===== src/rtl/ones_count_sched.sv =====
// ones_count_sched: round-robin arbiter in front of a single 8-bit ones counter.
// A granted requester's word is captured into a shift register and is
// popcounted one byte per clock. The total is returned with the requester
// index over a valid/ready result port.
module ones_count_sched #(
    parameter int NREQ  = 4,
    parameter int BYTES = 4,
    localparam int W     = 8 * BYTES,
    localparam int CNT_W = $clog2(8 * BYTES + 1),
    localparam int ID_W  = $clog2(NREQ)
) (
    input  logic                  clk,
    input  logic                  rst_n,
    input  logic [NREQ-1:0]       req_valid,
    input  logic [NREQ*W-1:0]     req_data,
    output logic [NREQ-1:0]       req_ready,
    output logic                  res_valid,
    input  logic                  res_ready,
    output logic [CNT_W-1:0]      res_count,
    output logic [ID_W-1:0]       res_id,
    output logic                  busy
);

    // The byte counter must hold BYTES-1; the +1 keeps the width non-zero for BYTES=1.
    localparam int BC_W = $clog2(BYTES + 1);

    typedef enum logic [1:0] {
        ST_IDLE  = 2'd0,
        ST_COUNT = 2'd1,
        ST_DONE  = 2'd2
    } state_t;

    state_t            state_r;
    state_t            state_nx_s;
    logic [ID_W-1:0]   ptr_r;
    logic [W-1:0]      sr_r;
    logic [CNT_W-1:0]  acc_r;
    logic [BC_W-1:0]   bc_r;
    logic [ID_W-1:0]   res_id_r;
    logic [ID_W-1:0]   gnt_id_s;
    logic              gnt_any_s;
    logic              last_byte_s;

    // Ones count of one byte; the result never exceeds 8, so 4 bits suffice.
    function automatic logic [3:0] popcount8(input logic [7:0] b);
        logic [3:0] n;
        n = 4'd0;
        for (int i = 0; i < 8; i++) begin
            n = n + {3'd0, b[i]};
        end
        return n;
    endfunction

    assign last_byte_s = (bc_r == BC_W'(BYTES - 1));
    assign res_count   = acc_r;
    assign res_id      = res_id_r;

    // Round-robin search: first valid requester at or above ptr, wrapping at NREQ.
    always_comb begin
        int  idx_v;
        logic hit_v;
        gnt_any_s = 1'b0;
        gnt_id_s  = '0;
        idx_v     = 0;
        hit_v     = 1'b0;
        for (int k = 0; k < NREQ; k++) begin
            idx_v     = (int'(ptr_r) + k >= NREQ) ? (int'(ptr_r) + k - NREQ) : (int'(ptr_r) + k);
            hit_v     = !gnt_any_s && req_valid[idx_v];
            gnt_id_s  = hit_v ? ID_W'(idx_v) : gnt_id_s;
            gnt_any_s = gnt_any_s | hit_v;
        end
    end

    // State register; reset aborts any in-flight request.
    always_ff @(posedge clk or negedge rst_n) begin
        if (!rst_n) begin
            state_r <= ST_IDLE;
        end else begin
            state_r <= state_nx_s;
        end
    end

    // Next-state logic.
    always_comb begin
        state_nx_s = state_r;
        case (state_r)
            ST_IDLE: begin
                if (gnt_any_s) begin
                    state_nx_s = ST_COUNT;
                end else begin
                    state_nx_s = ST_IDLE;
                end
            end
            ST_COUNT: begin
                if (last_byte_s) begin
                    state_nx_s = ST_DONE;
                end else begin
                    state_nx_s = ST_COUNT;
                end
            end
            ST_DONE: begin
                if (res_ready) begin
                    state_nx_s = ST_IDLE;
                end else begin
                    state_nx_s = ST_DONE;
                end
            end
            default: state_nx_s = ST_IDLE;
        endcase
    end

    // Output decode; req_ready is gated by rst_n so nothing is accepted while in reset.
    always_comb begin
        req_ready = '0;
        res_valid = 1'b0;
        busy      = 1'b0;
        case (state_r)
            ST_IDLE: begin
                if (gnt_any_s && rst_n) begin
                    req_ready[gnt_id_s] = 1'b1;
                end else begin
                    req_ready = '0;
                end
            end
            ST_COUNT: begin
                busy = 1'b1;
            end
            ST_DONE: begin
                busy      = 1'b1;
                res_valid = 1'b1;
            end
            default: begin
                busy = 1'b0;
            end
        endcase
    end

    // Datapath: capture on grant, then accumulate one byte per COUNT cycle.
    always_ff @(posedge clk or negedge rst_n) begin
        if (!rst_n) begin
            ptr_r    <= '0;
            sr_r     <= '0;
            acc_r    <= '0;
            bc_r     <= '0;
            res_id_r <= '0;
        end else begin
            case (state_r)
                ST_IDLE: begin
                    if (gnt_any_s) begin
                        sr_r     <= req_data[int'(gnt_id_s)*W +: W];
                        acc_r    <= '0;
                        bc_r     <= '0;
                        res_id_r <= gnt_id_s;
                        ptr_r    <= (gnt_id_s == ID_W'(NREQ - 1)) ? '0 : gnt_id_s + ID_W'(1);
                    end else begin
                        ptr_r <= ptr_r;
                    end
                end
                ST_COUNT: begin
                    acc_r <= acc_r + CNT_W'(popcount8(sr_r[7:0]));
                    sr_r  <= sr_r >> 4'd8;
                    bc_r  <= bc_r + BC_W'(1);
                end
                default: begin
                    acc_r <= acc_r;
                end
            endcase
        end
    end

endmodule


===== config.mk =====
export PLATFORM = sky130hd
export DESIGN_NAME = ones_count_sched
export DESIGN_NICKNAME = d
export VERILOG_FILES = /design/src/rtl/ones_count_sched.sv
export SDC_FILE = /design/constraint.sdc
export NUM_CORES = 1
export LEC_CHECK = 0
export BUFFER_PORTS_ARGS = -buffer_cell sky130_fd_sc_hd__buf_4
export CORE_AREA = 2 2 132 134
export DETAILED_ROUTE_END_ITERATION = 12
export DIE_AREA = 0 0 134 136
export HOLD_SLACK_MARGIN = 0.08
export PLACE_DENSITY = 0.43
export SETUP_SLACK_MARGIN = 0.4
export SLEW_MARGIN = 20
export SYNTH_ARGS = -nofsm -noshare
export SYNTH_HDL_FRONTEND = slang
export SYNTH_SLANG_ARGS = --single-unit

===== constraint.sdc =====
create_clock -name clk -period 6.4 [get_ports clk]
set_clock_uncertainty 0.2 [all_clocks]
set_input_delay 1.28 -clock clk [delete_from_list [all_inputs] [get_ports clk]]
set_output_delay 1.28 -clock clk [all_outputs]
set_load 0.01 [all_outputs]

==> run_results.csv <==
group,metric,value,unit
status,status,"completed",
clock_tree,post-cts-setup-buffers,0,
clock_tree,cts_tree,"built",
critical_path,crit_buf_inv,4,
hold_path,hp-start,"bc_r[2]",
critical_path,cp.arrival,3.05,ns
sta,period_needed,4.53,ns
sta,hold_violations,0,
pwr,vdd_drop_max,0.140,mV
routing,drt_wl_total,12600,µm
cells_and_area,diodes,0,
critical_path,path_max_fanout,49,
logic_synthesis,synth_cell_type_count,39,
global_route,grt_pass1_vias,3770,
logic_synthesis,synthTopCellsByArea,"dfrtp_1 (31%), mux2i_1 (16%), a221oi_1 (5.5%)",
logic_synthesis,synthCells,413,
routing,drtPass1Iterations,4,
floorplan,ios,149,
pwr,powerDensity,437,nW/µm²
cells_and_area,fin_nets,696,
logic_synthesis,synthArstFlopShare,100,%
cells_and_area,fill_cells,1751,
floorplan,fp.dieArea,18200,µm²
critical_path,cp_slowest_cell,"and2_2",
logic_synthesis,ys_ff_latch,47,
critical_path,crit_top_cell,"buf_4",
critical_path,slowest_delay,0.40,ns
critical_path,r2r-start,"res_count[0]",
logic_synthesis,syn_area_per_cell,9.24,µm²
pwr,p_leak,2.57,nW
cells_and_area,fin_area,5280,µm²
clock_tree,clk_pin_slew,0.07,ns
critical_path,r2r_slack,2.67,ns
logic_synthesis,synth_ff_type,"dfrtp_1",
floorplan,floorplan.die.width,134,µm
critical_path,crit_required,4.92,ns
placed_design,placed_cell_area,5100,µm²
logic_synthesis,synth_top_area_cell,"dfrtp_1",
critical_path,r2r_cells,11,
sta,rsz0062_at_grt,"no",
logic_synthesis,synth_nets,569,
cells_and_area,area_delta_synth_final,38.2,%
floorplan,rows,48,
cells_and_area,layout-drive-gt1-share,32.9,%
hold_path,hold_depth,2,
hold_path,holdPathEnd,"bc_r[2]",
sta,worstMarginPinSlew,0.977,ns
placed_design,gp_congestion,0.778,
routing,viasPerCell,4.72,
clock_tree,cts_hold_buffers,0,
critical_path,path_class,"in2out",
placed_design,post-dp-hpwl,9580,µm
flow_run,cap_viol_max_count,0,
routing,drcViolationCount,0,
critical_path,cp_top_family,"buffers and inverters",
floorplan,die_h,136,µm
critical_path,cp-start-kind,"input pin",
routing,wire_per_inst,16.5,µm
clock_tree,clkLatencyLatePin,0.29,ns
critical_path,cp-end-kind,"output port",
routing,antenna_left,0,
critical_path,reg2reg_to,"res_count[4]",
clock_tree,cts.path.max_buffers,2,
global_route,gr-total-overflow,0,
clock_tree,cts-root-buf,"clkbuf_16",
clock_tree,cts_resized,0,
floorplan,floorplan.initialDensity,22.6,%
clock_tree,htreeDepth,2,
global_route,grt_max_degree,52,
routing,via_count,3616,
clock_tree,cts.sinks,47,
logic_synthesis,ys_warn_count,0,
sta,report.final.slew_viol_count,0,
sta,fmax,0.221,GHz
logic_synthesis,synth_top_area_share,30.8,%
global_route,grt_antenna_before_repair,0,
logic_synthesis,synth.cell_area,3820,µm²
placed_design,port_buffers,148,
logic_synthesis,yosysSeqAreaShare,30.8,%
floorplan,core,16900,µm²
logic_synthesis,synth-edff-count,0,
sta,final.setup.tns,0,ns
global_route,grt_usage,13.7,%
clock_tree,cts_inserted_buffers,5,
global_route,grt_pass1_wl,19500,µm
sta,slew_headroom,34.9,%
routing,drt_iter0_drc,171,
hold_path,hold_path.class,"reg2reg",
critical_path,crit_chain,"buf_4 -> nor2b_1 -> o21ai_2 -> buf_4 -> and2_2 -> inv_2 -> ha_1 -> and3_1 -> buf_4",
sta,fin_crit_sh,70.8,%
sta,setup_violations,0,
-- registers in the layout (all words and copies together), names as in the netlist --
name,count
bc_r,3
ptr_r,2
res_count,6
res_id,2
sr_r,32
state_r,2
-- report_power, final --
| group | switching (mW) | internal [mW] |
|---|---|---|
| clock network | 0.115 | 0.194 |
| logic | 0.765 | 0.669 |
| registers | 0.126 | 0.438 |
| total | 1.01 | 1.30 |
-- per-layer routing --
metal / track usage, % / vias to the layer above / routed length, µm
met5: 0 / - / 0
met4: 3.78 / 0 / 170
met3: 1.45 / 9 / 446
met2: 24.4 / 90 / 6490
met1: 17.5 / 1726 / 5510
li1: - / 1791 / -
-- Yosys cell counts (16+ instances only) --
cell	instances
a21boi_0	25
a221oi_1	24
and3_1	28
clkbuf_1	21
dfrtp_1	47
ha_1	16
inv_1	21
mux2i_1	60
nand2_1	24
nor2_1	27
o211ai_1	25
o21ai_0	16
o21ai_1	17
-- stage by stage --
stage	worst slack (ns)	instances	hold WS (ns)	util [%]	power, mW
after floorplan	2.36	413	0.249	-	1.62
after global placement	1.89	757	0.260	30.2	1.99
after detailed placement	1.78	757	0.278	30.2	2.03
after CTS	1.78	765	0.294	31.2	2.35
after global routing	1.73	766	0.320	31.3	2.55
final	1.87	766	0.284	31.3	2.31
-- area by class of cell --
class	count	area (µm²)	share of cell area, %
clock inverters	2	35.0	0.664
clock buffers	6	139	2.63
flip-flops and latches	47	1180	22.3
repair buffers	155	1160	22.0
well taps	225	282	5.33
inverters	22	82.6	1.56
multi-input cells	309	2400	45.5
-- worst min-delay path: stages (launching register included) --
cell and delay [ns]:
dfrtp_1 0.34, nand2_1 0.05, o31ai_1 0.05
-- kinds of logic after synthesis --
group                    share of synthesized area (%)
AO/OA/AOI/OAI                                     24.1
flip-flops                                        30.8
multiplexers                                      17.8
AND/OR/NAND/NOR                                   12.7
XOR/XNOR                                         0.229
adder cells (fa/ha/maj)                           7.87
buffers and inverters                             6.56
-- layout by cell type (no fill, tap or decap), types with 2 or more instances in the layout --
cell type / count
buf_4: 154
mux2i_1: 60
dfrtp_1: 47
and3_1: 28
nor2_1: 27
a21boi_0: 25
o211ai_1: 25
nand2_1: 24
a221oi_1: 24
inv_1: 21
o21ai_1: 16
o21ai_0: 16
ha_1: 14
nor2b_1: 6
a32o_1: 5
fa_1: 5
clkbuf_16: 5
o31ai_1: 4
nand2b_1: 3
a21oi_1: 3
mux4_2: 3
a22o_1: 3
and2_2: 2
o41ai_1: 2
ha_2: 2
-- worst max path at each step --
stage / cells past startpoint / slack, ns / end / from
after floorplan: 7 / 2.36 / req_ready[3] / req_valid[2]
after global placement: 7 / 1.89 / req_ready[0] / req_valid[0]
after detailed placement: 7 / 1.78 / req_ready[2] / req_valid[1]
after CTS: 7 / 1.78 / req_ready[2] / req_valid[0]
after global routing: 9 / 1.73 / req_ready[1] / req_valid[0]
final: 9 / 1.87 / req_ready[1] / req_valid[0]
Power figures use the tool's default switching activity.
